File: src/rtl/sc_register_bank_pkg.sv
// Shared sizing defaults and named register addresses for the register bank
// and its write decoder.
package sc_register_bank_pkg;

    localparam int DATAWIDTH_BUS       = 32;
    localparam int DATAWIDTH_DIRECTION = 6;
    localparam int NUM_REGS            = 38;

    localparam logic [DATAWIDTH_DIRECTION-1:0] REG_ZERO  = 6'd0;
    localparam logic [DATAWIDTH_DIRECTION-1:0] REG_PC    = 6'd32;
    localparam logic [DATAWIDTH_DIRECTION-1:0] REG_TEMP0 = 6'd33;
    localparam logic [DATAWIDTH_DIRECTION-1:0] REG_TEMP1 = 6'd34;
    localparam logic [DATAWIDTH_DIRECTION-1:0] REG_TEMP2 = 6'd35;
    localparam logic [DATAWIDTH_DIRECTION-1:0] REG_TEMP3 = 6'd36;
    localparam logic [DATAWIDTH_DIRECTION-1:0] REG_IR    = 6'd37;

endpackage

File: src/rtl/sc_register_bank_decoder.sv
// One-hot write decoder for the C port. Each load line is gated by the write
// enable; in_range tells the error logic whether the address is implemented.
module sc_register_bank_decoder
    import sc_register_bank_pkg::*;
#(
    parameter int ADDR_W  = sc_register_bank_pkg::DATAWIDTH_DIRECTION,
    parameter int N_LINES = sc_register_bank_pkg::NUM_REGS
) (
    input  logic [ADDR_W-1:0]  addr,
    input  logic               write_en,
    output logic [N_LINES-1:0] load,
    output logic               in_range
);

    always_comb begin
        load = '0;
        for (int i = 0; i < N_LINES; i++) begin
            load[i] = write_en && (addr == ADDR_W'(i));
        end
    end

    assign in_range = (int'(addr) < N_LINES);

endmodule

File: src/rtl/sc_register_bank.sv
// Register bank: %r0 hardwired to zero, %r1..%r37 stored, two combinational
// read ports, one falling-edge write port with sticky illegal-write flag.
module sc_register_bank
    import sc_register_bank_pkg::*;
#(
    parameter int DATAWIDTH_BUS       = sc_register_bank_pkg::DATAWIDTH_BUS,
    parameter int DATAWIDTH_DIRECTION = sc_register_bank_pkg::DATAWIDTH_DIRECTION,
    parameter int NUM_REGS            = sc_register_bank_pkg::NUM_REGS
) (
    input  logic                           SC_REGISTER_BANK_CLOCK_50,
    input  logic                           SC_REGISTER_BANK_ResetInHigh_In,
    input  logic                           SC_REGISTER_BANK_Write_In,
    input  logic [DATAWIDTH_DIRECTION-1:0] SC_REGISTER_BANK_CAddress_InBus,
    input  logic [DATAWIDTH_BUS-1:0]       SC_REGISTER_BANK_CData_InBus,
    input  logic [DATAWIDTH_DIRECTION-1:0] SC_REGISTER_BANK_AAddress_InBus,
    input  logic [DATAWIDTH_DIRECTION-1:0] SC_REGISTER_BANK_BAddress_InBus,
    output logic [DATAWIDTH_BUS-1:0]       SC_REGISTER_BANK_AData_OutBus,
    output logic [DATAWIDTH_BUS-1:0]       SC_REGISTER_BANK_BData_OutBus,
    output logic                           SC_REGISTER_BANK_WriteError_Out,
    output logic [DATAWIDTH_DIRECTION-1:0] SC_REGISTER_BANK_LastWriteAddr_OutBus
);

    logic [NUM_REGS-1:0]            load;
    logic                           c_in_range;

    logic [DATAWIDTH_BUS-1:0]       regs_q [NUM_REGS];
    logic [DATAWIDTH_BUS-1:0]       regs_d [NUM_REGS];
    logic                           write_error_q, write_error_d;
    logic [DATAWIDTH_DIRECTION-1:0] last_addr_q, last_addr_d;

    sc_register_bank_decoder #(
        .ADDR_W  (DATAWIDTH_DIRECTION),
        .N_LINES (NUM_REGS)
    ) u_decoder (
        .addr     (SC_REGISTER_BANK_CAddress_InBus),
        .write_en (SC_REGISTER_BANK_Write_In),
        .load     (load),
        .in_range (c_in_range)
    );

    // Slot 0 is never loaded, so %r0 stays zero while writes to it still count
    // as accepted for LastWriteAddr.
    always_comb begin
        for (int i = 0; i < NUM_REGS; i++) begin
            regs_d[i] = regs_q[i];
            if (i != int'(REG_ZERO) && load[i]) begin
                regs_d[i] = SC_REGISTER_BANK_CData_InBus;
            end
        end
        regs_d[REG_ZERO] = '0;

        write_error_d = write_error_q
                      | (SC_REGISTER_BANK_Write_In & ~c_in_range);

        last_addr_d = last_addr_q;
        if (SC_REGISTER_BANK_Write_In && c_in_range) begin
            last_addr_d = SC_REGISTER_BANK_CAddress_InBus;
        end
    end

    always_ff @(negedge SC_REGISTER_BANK_CLOCK_50 or posedge SC_REGISTER_BANK_ResetInHigh_In) begin
        if (SC_REGISTER_BANK_ResetInHigh_In) begin
            for (int i = 0; i < NUM_REGS; i++) begin
                regs_q[i] <= '0;
            end
            write_error_q <= 1'b0;
            last_addr_q   <= '0;
        end else begin
            for (int i = 0; i < NUM_REGS; i++) begin
                regs_q[i] <= regs_d[i];
            end
            write_error_q <= write_error_d;
            last_addr_q   <= last_addr_d;
        end
    end

    // Read ports: unimplemented addresses fall through to zero.
    always_comb begin
        SC_REGISTER_BANK_AData_OutBus = '0;
        SC_REGISTER_BANK_BData_OutBus = '0;
        for (int i = 0; i < NUM_REGS; i++) begin
            if (SC_REGISTER_BANK_AAddress_InBus == DATAWIDTH_DIRECTION'(i)) begin
                SC_REGISTER_BANK_AData_OutBus = regs_q[i];
            end
            if (SC_REGISTER_BANK_BAddress_InBus == DATAWIDTH_DIRECTION'(i)) begin
                SC_REGISTER_BANK_BData_OutBus = regs_q[i];
            end
        end
    end

    assign SC_REGISTER_BANK_WriteError_Out       = write_error_q;
    assign SC_REGISTER_BANK_LastWriteAddr_OutBus = last_addr_q;

endmodule

File: config.mk
export PLATFORM = sky130hd
export DESIGN_NAME = sc_register_bank
export DESIGN_NICKNAME = d
export VERILOG_FILES = /design/src/rtl/sc_register_bank_pkg.sv /design/src/rtl/sc_register_bank_decoder.sv /design/src/rtl/sc_register_bank.sv
export SDC_FILE = /design/constraint.sdc
export NUM_CORES = 2
export LEC_CHECK = 0
export ABC_AREA = 0
export BUFFER_PORTS_ARGS = -buffer_cell sky130_fd_sc_hd__buf_4
export CAP_MARGIN = 20
export CORE_MARGIN = 3
export CORE_UTILIZATION = 29
export CTS_BUF_LIST = sky130_fd_sc_hd__clkbuf_4 sky130_fd_sc_hd__clkbuf_8
export CTS_CLUSTER_SIZE = 10
export DETAILED_ROUTE_END_ITERATION = 8
export PLACE_DENSITY_LB_ADDON = 0.3
export SETUP_SLACK_MARGIN = 0.02
export SLEW_MARGIN = 10
export SYNTH_ARGS = -nofsm -noshare
export SYNTH_HDL_FRONTEND = slang
export SYNTH_SLANG_ARGS = --single-unit
File: constraint.sdc
create_clock -name SC_REGISTER_BANK_CLOCK_50 -period 133 [get_ports SC_REGISTER_BANK_CLOCK_50]
set_input_delay 39.9 -clock SC_REGISTER_BANK_CLOCK_50 [delete_from_list [all_inputs] [get_ports SC_REGISTER_BANK_CLOCK_50]]
set_output_delay 39.9 -clock SC_REGISTER_BANK_CLOCK_50 [all_outputs]
set_load 0.01 [all_outputs]
==> metrics.md <==
| Metric | Value |
|---|---|
| Unrepaired setup endpoints after global routing | `false` |
| Final Net Count | `5976` |
| Core area | `roughly 220000 um2` |
| DRC errors left | `0` |
| Most instantiated cells after synthesis | `mux2_2, dfrtn_1, o21ai_0` |
| Power Density | `13.2 nW/um2` |
| Post-route ant nets | `0` |
| Die width | `478 um` |
| Share of cells above drive strength 1 | `0.350` |
| Top cell type by total area after synthesis | `dfrtn_1` |
| Hold_ws | `0.421 ns` |
| Synthesized area | `approximately 65000 um2` |
| Max cap viols | `0` |
| Routability cong. | `between 0.9 and 1` |
| Startpoint Class | `flip-flop` |
| DR iter-0 viols | `between 8000 and 9000` |
| Arrival time at the worst endpoint | `between 70 and 80 ns` |
| First-pass iteration count of the detailed router | `7` |
| Post-synthesis cell count | `5950` |
| Post-synthesis sequential area ratio | `0.461` |
| DR vias/cell | `between 6 and 7` |
| Area Overhead vs Synth | `13.5%` |
| Synth async-reset ratio | `1.00` |
| # resized after CTS | `0` |
| Highest cell delay on the worst timing path | `1.00 ns` |
| Antenna violations before repair | `27` |
| Count leader, synth | `mux2_2` |
| Crit path required time | `93.10 ns` |
| Final slew viol count | `0` |
| Crit end category | `output pin` |
| Wire per inst | `roughly 35 um` |
| Leak | `approximately 32 nW` |
| Htree depth | `4` |
| Final hold vios | `0` |
| Yosys reg bits | `1191` |
| WP depth | `7` |
| Crit Path Class | `flip-flop to output pin` |
| Via count | `roughly 58000` |
| Post-CTS Hold Buffers | `0` |
| Clock Pin Slew Worst Setup and Hold Paths | `around 0.050 ns` |
| Pre-CTS WS | `between 20 and 25 ns` |
| TritonCTS buffer count | `between 200 and 250` |
| Deepest clock path buffer count | `3` |
| Crit-path cells | `nor3_1 -> or4b_2 -> a21o_1 -> o21ai_0 -> a221oi_1 -> nand2_1 -> buf_4` |
| Clk root buf | `clkbuf_8` |
| Pin count of the biggest net entering global routing | `about 140` |
| R2R depth | `1` |
| Final TNS setup | `0 ns` |
| Remaining Overflow, GRT | `0` |
| Die height | `478 um` |
| Post-synth EDFFs | `0` |
| CTS tree | `done` |
| Final setup fails | `0` |
| IO Pins | `between 100 and 150` |
| Post-CTS setup repair buffer count | `0` |
| Dominant synthesized flop cell | `dfrtn_1` |
| Hold/Removal Path Class | `flip-flop to flip-flop` |
| Least-Margin Pin Slew | `1.28 ns` |
| Worst-path fanout max | `3` |
| CTS Sinks | `1191` |
| First-pass GRT wire length | `440000 um` |
| CP bufs+invs | `1` |
| Clock Latency Late Sink | `between 0.8 and 0.9 ns` |
| Post-synthesis net count | `approximately 6000` |
| Initial core utilization | `0.293` |
| Die area | `approximately 230000 um2` |
| Post-synth top area share | `0.461` |
| Detailed Route WL | `between 300000 and 400000 um` |
| Setup Skew | `0 ns` |
| Syn avg cell area | `roughly 11 um2` |
| DP Wirelength | `approximately 210000 um` |
| Library cells used by synthesis | `88` |
| Global Route Usage Sum | `0.266` |
| Max VDD drop | `~8.6 uV` |
| IO Port Bufs | `roughly 120` |
| Synth top area cells | `dfrtn_1, mux2_2, a22oi_1` |
| WHS Path Cells | `1` |
| CP delay by family, top | `compound AO/OA/AOI/OAI gates` |
| Rows | `approximately 170` |
| Final WS setup | `between 20 and 25 ns` |
| Rel. slew slack | `0.135` |
| Vias in the first global route | `about 57000` |
| YS warnings | `0` |
| Outcome | `finished clean` |
| Critical Path Slowest Stage Cell | `o21ai_0` |
[final timing paths]
kind	start	endpoint	slack, ns
max	regs_q[956]	SC_REGISTER_BANK_AData_OutBus[28]	22.66
min	SC_REGISTER_BANK_WriteError_Out	SC_REGISTER_BANK_WriteError_Out	0.42
max reg2reg	regs_q[32]	regs_q[32]	132.13
min reg2reg	SC_REGISTER_BANK_WriteError_Out	SC_REGISTER_BANK_WriteError_Out	0.42
max in group asynchronous	SC_REGISTER_BANK_ResetInHigh_In	regs_q[1092]	23.61
min in group asynchronous	SC_REGISTER_BANK_ResetInHigh_In	regs_q[275]	105.54
[per-layer routing]
layer / up-vias / GRT usage / routed length [um]
met5: - / 0 / 72
met4: 12 / 0.175 / 23300
met3: 1044 / 0.0773 / 36700
met2: 4253 / 0.385 / 134000
met1: 29700 / 0.344 / 124000
li1: 22600 / - / -
[layout make-up]
type | instances | area [um2]
clock buffers | 340 | 4230
well taps | 2958 | 3700
multi-input cells | 4154 | 32500
flip-flops and latches | 1191 | 29800
diodes | 10 | 25.0
clock inverters | 40 | 289
inverters | 10 | 42.5
fillers | 22300 | 147000
repair buffers | 354 | 2740
[per-stage QoR]
stage	cell area [um2]	util	total power, mW	cells
2_1_floorplan	64600	-	0.541	5950
3_3_place_gp	68700	0.311	0.592	8658
3_5_place_dp	68700	0.312	0.597	8661
4_1_cts	73300	0.332	0.966	9041
5_1_grt	73300	0.332	1.00	9049
6_report	73300	0.333	0.968	9057
[flip-flops by register name, summed over array words and instances (netlist names)]
signal and count:
SC_REGISTER_BANK_LastWriteAddr_OutBus 6, SC_REGISTER_BANK_WriteError_Out 1, regs_q 1184
[report_power, final]
part	switching [mW]	internal (mW)	leakage, nW
clock network	0.167	0.204	2.43
logic	0.0784	0.0609	14.2
registers	0.0414	0.417	15.8
[placed cells by master, fill, tap and decap left out, types with 18 or more instances in the layout]
cell type / netlist / final
nand2_1: 299 / 284
a211o_1: 23 / 23
dfrtn_1: 1191 / 1191
o21ai_0: 356 / 354
a211oi_1: 62 / 62
o211ai_1: 31 / 31
a222oi_1: 23 / 23
a22o_1: 24 / 24
a31oi_1: 42 / 42
clkinv_2: 0 / 30
or3_1: 24 / 23
nand3_1: 80 / 78
nand2_2: 4 / 19
mux2_2: 1259 / 1259
nor3_1: 89 / 83
nor2_1: 313 / 289
clkbuf_8: 0 / 271
a221oi_1: 96 / 96
clkbuf_4: 0 / 73
nor2_2: 10 / 23
o221ai_1: 47 / 47
a21oi_1: 325 / 325
o22ai_1: 243 / 242
mux2i_1: 116 / 116
nand4_1: 26 / 26
buf_4: 21 / 340
nor4_1: 31 / 30
and3_1: 18 / 18
a22oi_1: 246 / 246
[cell families (layout without fill, tap and decap cells)]
group                  Yosys count  count (layout)  synth area share
other                            0              10                 0
flip-flops                    1191            1191             0.461
AO/OA/AOI/OAI                 1731            1731             0.177
buffers and inverters          605             744            0.0404
AND/OR/NAND/NOR               1030            1030            0.0781
multiplexers                  1393            1393             0.243
Note: power is estimated with default switching activity, not from simulation.
